==> config.mk <==
export PLATFORM = sky130hd
export DESIGN_NAME = pgm_irq_timing
export DESIGN_NICKNAME = d
export VERILOG_FILES = /design/src/rtl/pgm_pkg.sv /design/src/rtl/pgm_video_counter.sv /design/src/rtl/pgm_irq_timing.sv
export SDC_FILE = /design/constraint.sdc
export NUM_CORES = 1
export LEC_CHECK = 0
export ABC_AREA = 1
export CAP_MARGIN = 10
export CORE_AREA = 3 3 73 75
export CTS_BUF_LIST = sky130_fd_sc_hd__clkbuf_16
export DETAILED_ROUTE_END_ITERATION = 16
export DIE_AREA = 0 0 76 78
export HOLD_SLACK_MARGIN = 0.08
export PLACE_DENSITY = 0.71
export SYNTH_ARGS = -nofsm -noshare
export SYNTH_HDL_FRONTEND = slang
export SYNTH_SLANG_ARGS = --single-unit
export TNS_END_PERCENT = 1
==> constraint.sdc <==
create_clock -name fixed_20m_clk -period 2.9 [get_ports fixed_20m_clk]
set_clock_uncertainty 0.15 [all_clocks]
set_input_delay 0.58 -clock fixed_20m_clk [delete_from_list [all_inputs] [get_ports fixed_20m_clk]]
set_output_delay 0.58 -clock fixed_20m_clk [all_outputs]
set_load 0.05 [all_outputs]
==> src/rtl/pgm_pkg.sv <==
// Shared types and constants for the PGM raster timing and 68k interrupt block.
// Holds IRQ levels, register indices, default timing and the 9-bit counter type.
package pgm_pkg;

    typedef logic [8:0] cnt_t;

    typedef enum logic [1:0] {
        REG_STATUS   = 2'd0,
        REG_ENABLE   = 2'd1,
        REG_LINE_CMP = 2'd2,
        REG_VCOUNT   = 2'd3
    } reg_idx_t;

    localparam int IRQ_VBL  = 6;
    localparam int IRQ_LINE = 4;

    localparam int DEF_H_TOTAL  = 512;
    localparam int DEF_H_ACTIVE = 448;
    localparam int DEF_HS_START = 464;
    localparam int DEF_HS_LEN   = 32;
    localparam int DEF_V_TOTAL  = 264;
    localparam int DEF_V_ACTIVE = 224;
    localparam int DEF_VS_START = 232;
    localparam int DEF_VS_LEN   = 3;

    // Priority encode the pending levels into the active-low fx68k IPL bus.
    function automatic logic [2:0] ipl_encode(input logic vbl, input logic line);
        logic [2:0] ipl;
        ipl = 3'b111;
        if (vbl) begin
            ipl = ~3'(IRQ_VBL);
        end else if (line) begin
            ipl = ~3'(IRQ_LINE);
        end
        return ipl;
    endfunction

endpackage

==> src/rtl/pgm_video_counter.sv <==
// Raster counters with registered sync/blank and one-cycle VBL/scanline pulses.
// Ports: clk, reset, pix_ce, line_cmp in; hcount, vcount, syncs, blanks, evts out.
module pgm_video_counter
    import pgm_pkg::*;
#(
    parameter int H_TOTAL  = DEF_H_TOTAL,
    parameter int H_ACTIVE = DEF_H_ACTIVE,
    parameter int HS_START = DEF_HS_START,
    parameter int HS_LEN   = DEF_HS_LEN,
    parameter int V_TOTAL  = DEF_V_TOTAL,
    parameter int V_ACTIVE = DEF_V_ACTIVE,
    parameter int VS_START = DEF_VS_START,
    parameter int VS_LEN   = DEF_VS_LEN
) (
    input  logic clk,
    input  logic reset,
    input  logic pix_ce,
    input  cnt_t line_cmp,
    output cnt_t hcount,
    output cnt_t vcount,
    output logic hsync_n,
    output logic vsync_n,
    output logic hblank,
    output logic vblank,
    output logic vbl_evt,
    output logic line_evt
);

    localparam cnt_t H_LAST = cnt_t'(H_TOTAL - 1);
    localparam cnt_t V_LAST = cnt_t'(V_TOTAL - 1);
    localparam cnt_t V_TOT  = cnt_t'(V_TOTAL);
    localparam cnt_t H_ACT  = cnt_t'(H_ACTIVE);
    localparam cnt_t V_ACT  = cnt_t'(V_ACTIVE);
    localparam cnt_t HS_B   = cnt_t'(HS_START);
    localparam cnt_t HS_E   = cnt_t'(HS_START + HS_LEN);
    localparam cnt_t VS_B   = cnt_t'(VS_START);
    localparam cnt_t VS_E   = cnt_t'(VS_START + VS_LEN);

    logic h_wrap;
    cnt_t h_next;
    cnt_t v_next;

    always_comb begin
        h_wrap = (hcount == H_LAST);
        h_next = h_wrap ? '0 : hcount + cnt_t'(1);
        v_next = vcount;
        if (h_wrap) begin
            v_next = (vcount == V_LAST) ? '0 : vcount + cnt_t'(1);
        end
    end

    // Events flag the pix_ce edge on which the counters land on column 0 of the line.
    assign vbl_evt  = pix_ce && h_wrap && (v_next == V_ACT);
    assign line_evt = pix_ce && h_wrap && (v_next == line_cmp)
                      && (line_cmp < V_TOT);

    always_ff @(posedge clk) begin
        if (reset) begin
            hcount  <= '0;
            vcount  <= '0;
            hsync_n <= 1'b1;
            vsync_n <= 1'b1;
            hblank  <= 1'b0;
            vblank  <= 1'b0;
        end else if (pix_ce) begin
            hcount  <= h_next;
            vcount  <= v_next;
            hblank  <= (h_next >= H_ACT);
            vblank  <= (v_next >= V_ACT);
            hsync_n <= !((h_next >= HS_B) && (h_next < HS_E));
            vsync_n <= !((v_next >= VS_B) && (v_next < VS_E));
        end
    end

endmodule

==> src/rtl/pgm_irq_timing.sv <==
// PGM raster timing, 68k IRQ pending/enable logic and B00000-B00007 register window.
// Ports: 68k bus (reg_*, as_n, rw_n, uds_n, lds_n), IACK, ipl_n, raster outputs.
// Optional scanline IRQ on level 4 is built when PGM_IRQ_LINE_EN is defined.
module pgm_irq_timing
    import pgm_pkg::*;
#(
    parameter int H_TOTAL  = DEF_H_TOTAL,
    parameter int H_ACTIVE = DEF_H_ACTIVE,
    parameter int HS_START = DEF_HS_START,
    parameter int HS_LEN   = DEF_HS_LEN,
    parameter int V_TOTAL  = DEF_V_TOTAL,
    parameter int V_ACTIVE = DEF_V_ACTIVE,
    parameter int VS_START = DEF_VS_START,
    parameter int VS_LEN   = DEF_VS_LEN
) (
    input  logic        fixed_20m_clk,
    input  logic        reset,
    input  logic        pix_ce,
    input  logic        reg_cs,
    input  logic        as_n,
    input  logic        rw_n,
    input  logic        uds_n,
    input  logic        lds_n,
    input  logic [1:0]  reg_addr,
    input  logic [15:0] reg_din,
    output logic [15:0] reg_dout,
    output logic        reg_dtack_n,
    input  logic        iack,
    input  logic [2:0]  iack_level,
    output logic [2:0]  ipl_n,
    output cnt_t        hcount,
    output cnt_t        vcount,
    output logic        hsync_n,
    output logic        vsync_n,
    output logic        hblank,
    output logic        vblank
);

    logic     vbl_evt;
    logic     line_evt;
    cnt_t     line_cmp;
    logic     pend6, en6;
    logic     pend4, en4;
    logic     strobe, strobe_q, acc, wr, lo_we;
    logic     iack_act, iack_q, iack_rise;
    logic     st_lo, en_lo;
    logic     clr6, set6;
    logic     unused_ok;
    logic [15:0] rdata;
    reg_idx_t idx;

    pgm_video_counter #(
        .H_TOTAL  (H_TOTAL),
        .H_ACTIVE (H_ACTIVE),
        .HS_START (HS_START),
        .HS_LEN   (HS_LEN),
        .V_TOTAL  (V_TOTAL),
        .V_ACTIVE (V_ACTIVE),
        .VS_START (VS_START),
        .VS_LEN   (VS_LEN)
    ) u_cnt (
        .clk      (fixed_20m_clk),
        .reset    (reset),
        .pix_ce   (pix_ce),
        .line_cmp (line_cmp),
        .hcount   (hcount),
        .vcount   (vcount),
        .hsync_n  (hsync_n),
        .vsync_n  (vsync_n),
        .hblank   (hblank),
        .vblank   (vblank),
        .vbl_evt  (vbl_evt),
        .line_evt (line_evt)
    );

    assign idx       = reg_idx_t'(reg_addr);
    assign strobe    = reg_cs && !as_n;
    assign acc       = strobe && !strobe_q;
    assign wr        = acc && !rw_n;
    assign lo_we     = wr && !lds_n;
    assign st_lo     = lo_we && (idx == REG_STATUS);
    assign en_lo     = lo_we && (idx == REG_ENABLE);
    assign iack_act  = iack && !as_n;
    assign iack_rise = iack_act && !iack_q;

    // Edge detectors keep sampling through reset, so a strobe held across
    // reset is not mistaken for a fresh access once reset releases.
    always_ff @(posedge fixed_20m_clk) begin
        strobe_q <= strobe;
        iack_q   <= iack_act;
    end

    always_ff @(posedge fixed_20m_clk) begin
        if (reset) begin
            reg_dtack_n <= 1'b1;
        end else begin
            reg_dtack_n <= !(strobe && (acc || !reg_dtack_n));
        end
    end

    assign clr6 = (st_lo && reg_din[IRQ_VBL])
               || (en_lo && !reg_din[IRQ_VBL])
               || (iack_rise && (iack_level == 3'(IRQ_VBL)));
    assign set6 = vbl_evt && en6;

    // Set is ORed after the clear so a coincident event is never lost.
    always_ff @(posedge fixed_20m_clk) begin
        if (reset) begin
            pend6 <= 1'b0;
            en6   <= 1'b0;
        end else begin
            pend6 <= set6 || (pend6 && !clr6);
            if (en_lo) begin
                en6 <= reg_din[IRQ_VBL];
            end
        end
    end

`ifdef PGM_IRQ_LINE_EN
    logic hi_we, clr4, set4, lc_sel;

    assign hi_we  = wr && !uds_n;
    assign lc_sel = (idx == REG_LINE_CMP);
    assign clr4   = (st_lo && reg_din[IRQ_LINE])
                 || (en_lo && !reg_din[IRQ_LINE])
                 || (iack_rise && (iack_level == 3'(IRQ_LINE)));
    assign set4   = line_evt && en4;

    always_ff @(posedge fixed_20m_clk) begin
        if (reset) begin
            pend4    <= 1'b0;
            en4      <= 1'b0;
            line_cmp <= '0;
        end else begin
            pend4 <= set4 || (pend4 && !clr4);
            if (en_lo) begin
                en4 <= reg_din[IRQ_LINE];
            end
            if (lo_we && lc_sel) begin
                line_cmp[7:0] <= reg_din[7:0];
            end
            if (hi_we && lc_sel) begin
                line_cmp[8] <= reg_din[8];
            end
        end
    end

    assign unused_ok = ^reg_din[15:9];
`else
    assign pend4     = 1'b0;
    assign en4       = 1'b0;
    assign line_cmp  = '0;
    assign unused_ok = ^{reg_din, uds_n, line_evt};
`endif

    always_comb begin
        rdata = '0;
        unique case (idx)
            REG_STATUS: begin
                rdata[IRQ_VBL]  = pend6;
                rdata[IRQ_LINE] = pend4;
            end
            REG_ENABLE: begin
                rdata[IRQ_VBL]  = en6;
                rdata[IRQ_LINE] = en4;
            end
            REG_LINE_CMP: rdata[8:0] = line_cmp;
            REG_VCOUNT:   rdata[8:0] = vcount;
        endcase
    end

    always_ff @(posedge fixed_20m_clk) begin
        if (reset) begin
            ipl_n    <= 3'b111;
            reg_dout <= '0;
        end else begin
            ipl_n <= ipl_encode(pend6, pend4);
            if (acc && rw_n) begin
                reg_dout <= rdata;
            end
        end
    end

endmodule

==> results of run 1 <==
-- worst max-delay path, delay by kind of cell (launching register included) --
family | cells | cell delay, ns
simple gates | 13 | 1.40
fa+ha+maj | 2 | 0.52
flops | 1 | 0.40
-- where the power goes --
group | total [mW] | leakage [nW] | internal (mW) | switching (mW)
clock | 0.520 | 0.0696 | 0.315 | 0.206
sequential | 0.557 | 0.303 | 0.530 | 0.0266
combinational | 0.241 | 0.680 | 0.0766 | 0.164
total | 1.32 | 1.05 | 0.922 | 0.397
-- how the worst max path moves through the flow --
| stage | slack, ns | cells past startpoint | start | end |
|---|---|---|---|---|
| global placement | 0.35 | 15 | u_cnt.hcount[0] | u_cnt.vsync_n |
| floorplan | 0.20 | 16 | u_cnt.hcount[0] | u_cnt.vsync_n |
| global route | 0.04 | 15 | u_cnt.hcount[0] | u_cnt.vsync_n |
| detailed placement | 0.33 | 15 | u_cnt.hcount[0] | u_cnt.vsync_n |
| CTS | 0.31 | 15 | u_cnt.hcount[0] | u_cnt.vsync_n |
| finish | 0.32 | 15 | u_cnt.hcount[0] | u_cnt.vsync_n |
-- registers in the layout, summed over array words and instances (netlist names) --
signal,flops
u_cnt.hcount,9
u_cnt.hsync_n,1
reg_dtack_n,1
u_cnt.vblank,1
strobe_q,1
iack_q,1
en6,1
u_cnt.vsync_n,1
u_cnt.vcount,9
pend6,1
ipl_n,1
u_cnt.hblank,1
reg_dout,9
-- kinds of logic after synthesis --
family / after synthesis
AND/OR/NAND/NOR: 122
AO/OA/AOI/OAI: 63
buffers and inverters: 56
flip-flops: 37
adder cells (fa/ha/maj): 3
other: 2
XOR/XNOR: 1
-- metrics by stage --
step	utilization, %	hold WS [ns]	setup slack [ns]	area [sq um]
2_1_floorplan	-	0.230	0.197	1970
3_3_place_gp	51.6	0.246	0.352	2440
5_1_grt	54.6	0.281	0.0354	2580
6_report	54.6	0.256	0.323	2580
3_5_place_dp	51.6	0.243	0.327	2440
4_1_cts	54.6	0.256	0.314	2580
-- cell usage after synthesis, types with 2 or more instances --
cell / instances / area share [%]
o21ai_0: 21 / 5.4
inv_1: 33 / 6.4
a21oi_2: 2 / 0.90
a41oi_1: 2 / 0.90
nand3_2: 2 / 1.0
buf_4: 11 / 4.2
nor2_1: 27 / 5.2
inv_2: 2 / 0.39
nand2_1: 50 / 9.7
nand3_1: 24 / 6.2
nor2_2: 6 / 1.9
conb_1: 2 / 0.39
dfxtp_1: 37 / 38
o21ai_1: 4 / 1.0
nand4_1: 4 / 1.3
a21oi_1: 31 / 8.0
ha_1: 3 / 1.9
nor3_1: 2 / 0.52
nand2_2: 4 / 1.3
clkbuf_1: 6 / 1.2
-- layer usage --
metal | part of all wire (%) | vias up | routed length [um] | GRT usage (%)
li1 | - | 998 | - | -
met1 | 48 | 826 | 2230 | 21.0
met2 | 44 | 56 | 2010 | 27.2
met3 | 6.9 | 6 | 317 | 5.68
met4 | 1.4 | 0 | 65 | 6.16
met5 | 0 | - | 0 | 0
-- area by class of cell --
type / instances / area [sq um]
timing repair buffer: 51 / 500
clock buffer: 5 / 125
fill: 469 / 2140
sequential: 37 / 741
clock inverter: 3 / 17.5
tap: 67 / 83.8
inverter: 37 / 141
multi-input combinational: 197 / 970
==> results.yml, run 1 <==
run_status:
  status: "finished clean"
route:
  drt_iter0_markers: 131
  drt-pass1-iter-count: 4
  via_count: 1886
  drc: 0
  drt_wl_total_um: 4620
  ant_nets: 0
  avgViaCountPerCell: 4.75
  wl_per_cell_um: 11.6
worst_setup_path:
  cp.arrival_ns: 2.60
  crit_chain: "ha_1, nand2_1, nor2_2, nand3_1, nor2_1, ha_1, nand3_2, nor2_1, nand4_1, nand2_1, nand2_2, nor2_4, nand2_1, nand2_1, nand2_1"
  crit_type: "flip-flop to flip-flop"
  start_kind: "flip-flop"
  reg2regPathDepth: 15
  cp-end-kind: "flip-flop"
  crit_path_max_incr_delay_ns: 0.40
  crit_top_cell: "nand2_1"
  r2r-start: "u_cnt.hcount[0]"
  r2r-end: "u_cnt.vsync_n"
  critPathMaxFanout: 6
  crit_slowest_cell: "dfxtp_1"
  reg2reg_slack_ns: 0.32
  cp.required_ns: 2.93
cells_and_area:
  antennaDiodeCount: 0
  area_growth_pct: 32.7
  final_common_cell: "nand2_1"
  nets: 362
  layout-drive-gt1-share_pct: 9.39
  fin_cells: 397
  layout_common_cells: "50 x nand2_1, 47 x clkdlybuf4s50_1, 37 x dfxtp_1"
clock_network:
  numCtsBuffers: 5
  cts_hold_buf: 0
  insertion_delay_ns: 0.28
  root_buffer: "clkbuf_16"
  htree_levels: 2
  ctsResizeCount: 0
  cts_buffer_depth: 2
  cts_setup_buffers: 0
  cts_tree: "built"
  clk_pin_slew_ns: 0.06
  cts_sinks: 37
synthesis:
  synth_fa_ha_area_share_pct: 1.93
  ys_types: 31
  netlist_instances: 284
  synth_top_family_by_area: "simple AND/OR/NAND/NOR gates"
  yosysWarnings: 0
  synth-seq-cells: 37
  synth_xor_area_share_pct: 0.451
  synth_edf_count: 0
  synth_compound_area_share_pct: 17.6
  avgSynthCellArea_sq_um: 6.84
  synth-seq-area-share_pct: 38.1
  synth_simple_gate_area_share_pct: 28.3
  async_flop_share_pct: 0
  muxShareOfSynthArea_pct: 0
  syn_area_sq_um: 1940
  synth_ff_type: "dfxtp_1"
floorplan:
  core_area_sq_um: 4720
  ios: 72
  die_h_um: 78
  num_rows: 25
  die-width_um: 76
  die_area_sq_um: 5930
  start_util_pct: 41.1
placed_design:
  dp_cells: 389
  gp_congestion: 0.800
  post-dp-hpwl_um: 3280
  io_buffers: 47
power:
  peakVddDrop_uv: 236
  power_mw: 1.32
  leakagePower_nw: 1.05
  cellPowerDensity_nw_per_um2: 511
sta:
  drv_slew: 0
  setup_violations: 0
  worst_pin_slew_ns: 0.528
  tns_ns: 0
  rsz0062_at_grt: "false"
  hold_viol: 0
  relSlewSlack_pct: 64.8
  period_needed_ns: 2.58
  period_share_pct: 88.9
  clock.fmax_ghz: 0.388
hold_path:
  min_to: "ipl_n[1]"
  hold_depth: 1
  hold_class: "flip-flop to flip-flop"
  min_from: "pend6"
grt:
  antenna_found_initial: 0
  grt_max_degree: 30
  grt_usage_pct: 16.9
  grt-ovfl-total: 0
  grt_pass1_wl_um: 8260
  grt_pass1_vias: 1813
job:
  drv_cap: 0
No activity file was read; power rests on OpenSTA's default activity.
==> run 2, diff against run 1 <==
- CORE_AREA: 3 3 73 75 -> 3 3 76 78
- DIE_AREA: 0 0 76 78 -> 0 0 79 81
- PLACE_DENSITY: 0.71 -> 0.69
- SYNTH_HIERARCHICAL: unset -> 1
- clock period: 2.9 -> 3.1 ns (I/O delays scaled with it)
==> run 2 against run 1 <==
- global-route usage fell by 1.7 points
- synthesized area fell by 0.32%
- register-to-register slack improved by 0.09 ns
- die area rose by 7.9%
- clock power rose by 27%
- core utilization fell by 3.5 points
- critical endpoint is now pend6
- highest routed layer unchanged
==> results.yml, run 2 <==
worst_setup_path:
  start_kind: "flip-flop"
  crit_slowest_cell: "dfxtp_1"
  reg2reg_slack_ns: 0.41
  critPathMaxFanout: 5
  reg2regPathDepth: 16
  crit_chain: "ha_1, nand2_1, nor2_1, nand3_1, nor2_1, ha_1, nand3_2, nor2_4, inv_1, nand2_1, nand2_1, nor3_2, nand2_1, nor2_1, nand3_1, nand2_1"
  r2r-start: "u_cnt/hcount[0]"
  cp.arrival_ns: 2.77
  cp-startpoint: "u_cnt/hcount[0]"
  crit_top_cell: "nand2_1"
  cp.required_ns: 3.18
  crit_path_max_incr_delay_ns: 0.43
  r2r-end: "pend6"
  cp-end-kind: "flip-flop"
  crit_type: "flip-flop to flip-flop"
route:
  drt_wl_total_um: 4530
  drc: 0
  drt-pass1-iter-count: 4
  drt_iter0_markers: 92
  ant_nets: 0
  wl_per_cell_um: 11.2
  avgViaCountPerCell: 4.76
  via_count: 1920
grt:
  antenna_found_initial: 0
  grt_usage_pct: 15.2
  grt_pass1_wl_um: 7680
  grt-ovfl-total: 0
  grt_pass1_vias: 1775
  grt_max_degree: 23
clock_network:
  cts_hold_buf: 0
  ctsResizeCount: 0
  cts_tree: "built"
  numCtsBuffers: 5
  cts_setup_buffers: 0
  clk_pin_slew_ns: 0.06
  cts_buffer_depth: 2
  root_buffer: "clkbuf_16"
  insertion_delay_ns: 0.28
  cts_sinks: 37
  htree_levels: 2
synthesis:
  avgSynthCellArea_sq_um: 6.77
  yosysWarnings: 6
  netlist_instances: 286
  syn_area_sq_um: 1940
power:
  peakVddDrop_uv: 282
  cellPowerDensity_nw_per_um2: 525
  leakagePower_nw: 1.10
sta:
  tns_ns: 0
  rsz0062_at_grt: "false"
  setup_violations: 0
  layout_setup_ws_ns: 0.409
  worst_pin_slew_ns: 0.507
  hold_viol: 0
  fin_hold_ws_ns: 0.263
  period_needed_ns: 2.69
  drv_slew: 0
  relSlewSlack_pct: 66.1
  clock.fmax_ghz: 0.372
  period_share_pct: 86.8
cells_and_area:
  fin_util_pct: 51.1
  fill_cells: 505
  reg.largest.list: "reg_dout (9), u_cnt/hcount (9), u_cnt/vcount (9)"
  layout_common_cells: "69 x nand2_1, 47 x clkdlybuf4s50_1, 37 x dfxtp_1"
  area_growth_pct: 35.7
  nets: 365
  antennaDiodeCount: 0
  final_common_cell: "nand2_1"
  layout-drive-gt1-share_pct: 6.61
floorplan:
  core_area_sq_um: 5140
  num_rows: 26
  die-width_um: 79
  die_h_um: 81
  die_area_sq_um: 6400
  ios: 72
  start_util_pct: 37.7
run_status:
  status: "finished clean"
hold_path:
  hold_depth: 1
  hold_class: "flip-flop to flip-flop"
  min_from: "pend6"
  min_to: "ipl_n[1]"
placed_design:
  io_buffers: 47
  gp_congestion: 0.871
  place_ws_ns: 0.431
  post-dp-hpwl_um: 3410
job:
  drv_cap: 0
==> run 2: power breakdown <==
| part | switching [mW] | internal, mW | leakage (nW) |
|---|---|---|---|
| Clock | 0.195 | 0.463 | 0.0944 |
| Combinational | 0.140 | 0.0649 | 0.705 |
| Sequential | 0.0217 | 0.493 | 0.303 |
==> run 2: layer usage <==
layer | GRT usage, % | vias to the layer above | part of all wire [%]
met5 | 0 | - | 0
met2 | 25.8 | 50 | 45
met3 | 4.10 | 7 | 5.5
met1 | 17.9 | 854 | 47
li1 | - | 1009 | -
met4 | 6.70 | 0 | 1.6
==> run 2: final cells by class <==
cell class	count	area (sq um)	area share, %
inverters	29	109	4.14
flip-flops and latches	37	741	28.2
repair buffers	50	493	18.8
clock inverters	3	68.8	2.62
well taps	70	87.6	3.33
multi-input cells	209	1000	38.2
clock buffers	5	125	4.76
==> run 2: worst max-delay path by stage <==
stage | to | depth (start not counted)
6_report | pend6 | 16
5_1_grt | pend6 | 16
4_1_cts | pend6 | 16
3_5_place_dp | pend6 | 16
3_3_place_gp | pend6 | 16
2_1_floorplan | pend6 | 16
==> run 2: metrics by stage <==
step	std cells	cell area [sq um]	power, mW
2_1_floorplan	292	1960	0.669
3_3_place_gp	395	2430	0.728
3_5_place_dp	395	2430	0.730
4_1_cts	403	2630	1.40
5_1_grt	403	2630	1.45
6_report	403	2630	1.38
==> run 2: worst max-delay path, delay by kind of cell (launching register included) <==
| kind | cells | cell delay, ns |
|---|---|---|
| adder cells (fa/ha/maj) | 2 | 0.48 |
| buffers and inverters | 1 | 0.05 |
| flip-flops | 1 | 0.43 |
| AND/OR/NAND/NOR | 13 | 1.54 |
==> run 3, diff against run 2 <==
- SLEW_MARGIN: unset -> 40
==> results of run 3 <==
No change in the layout: final DEF, timing and power equal those of run 2.
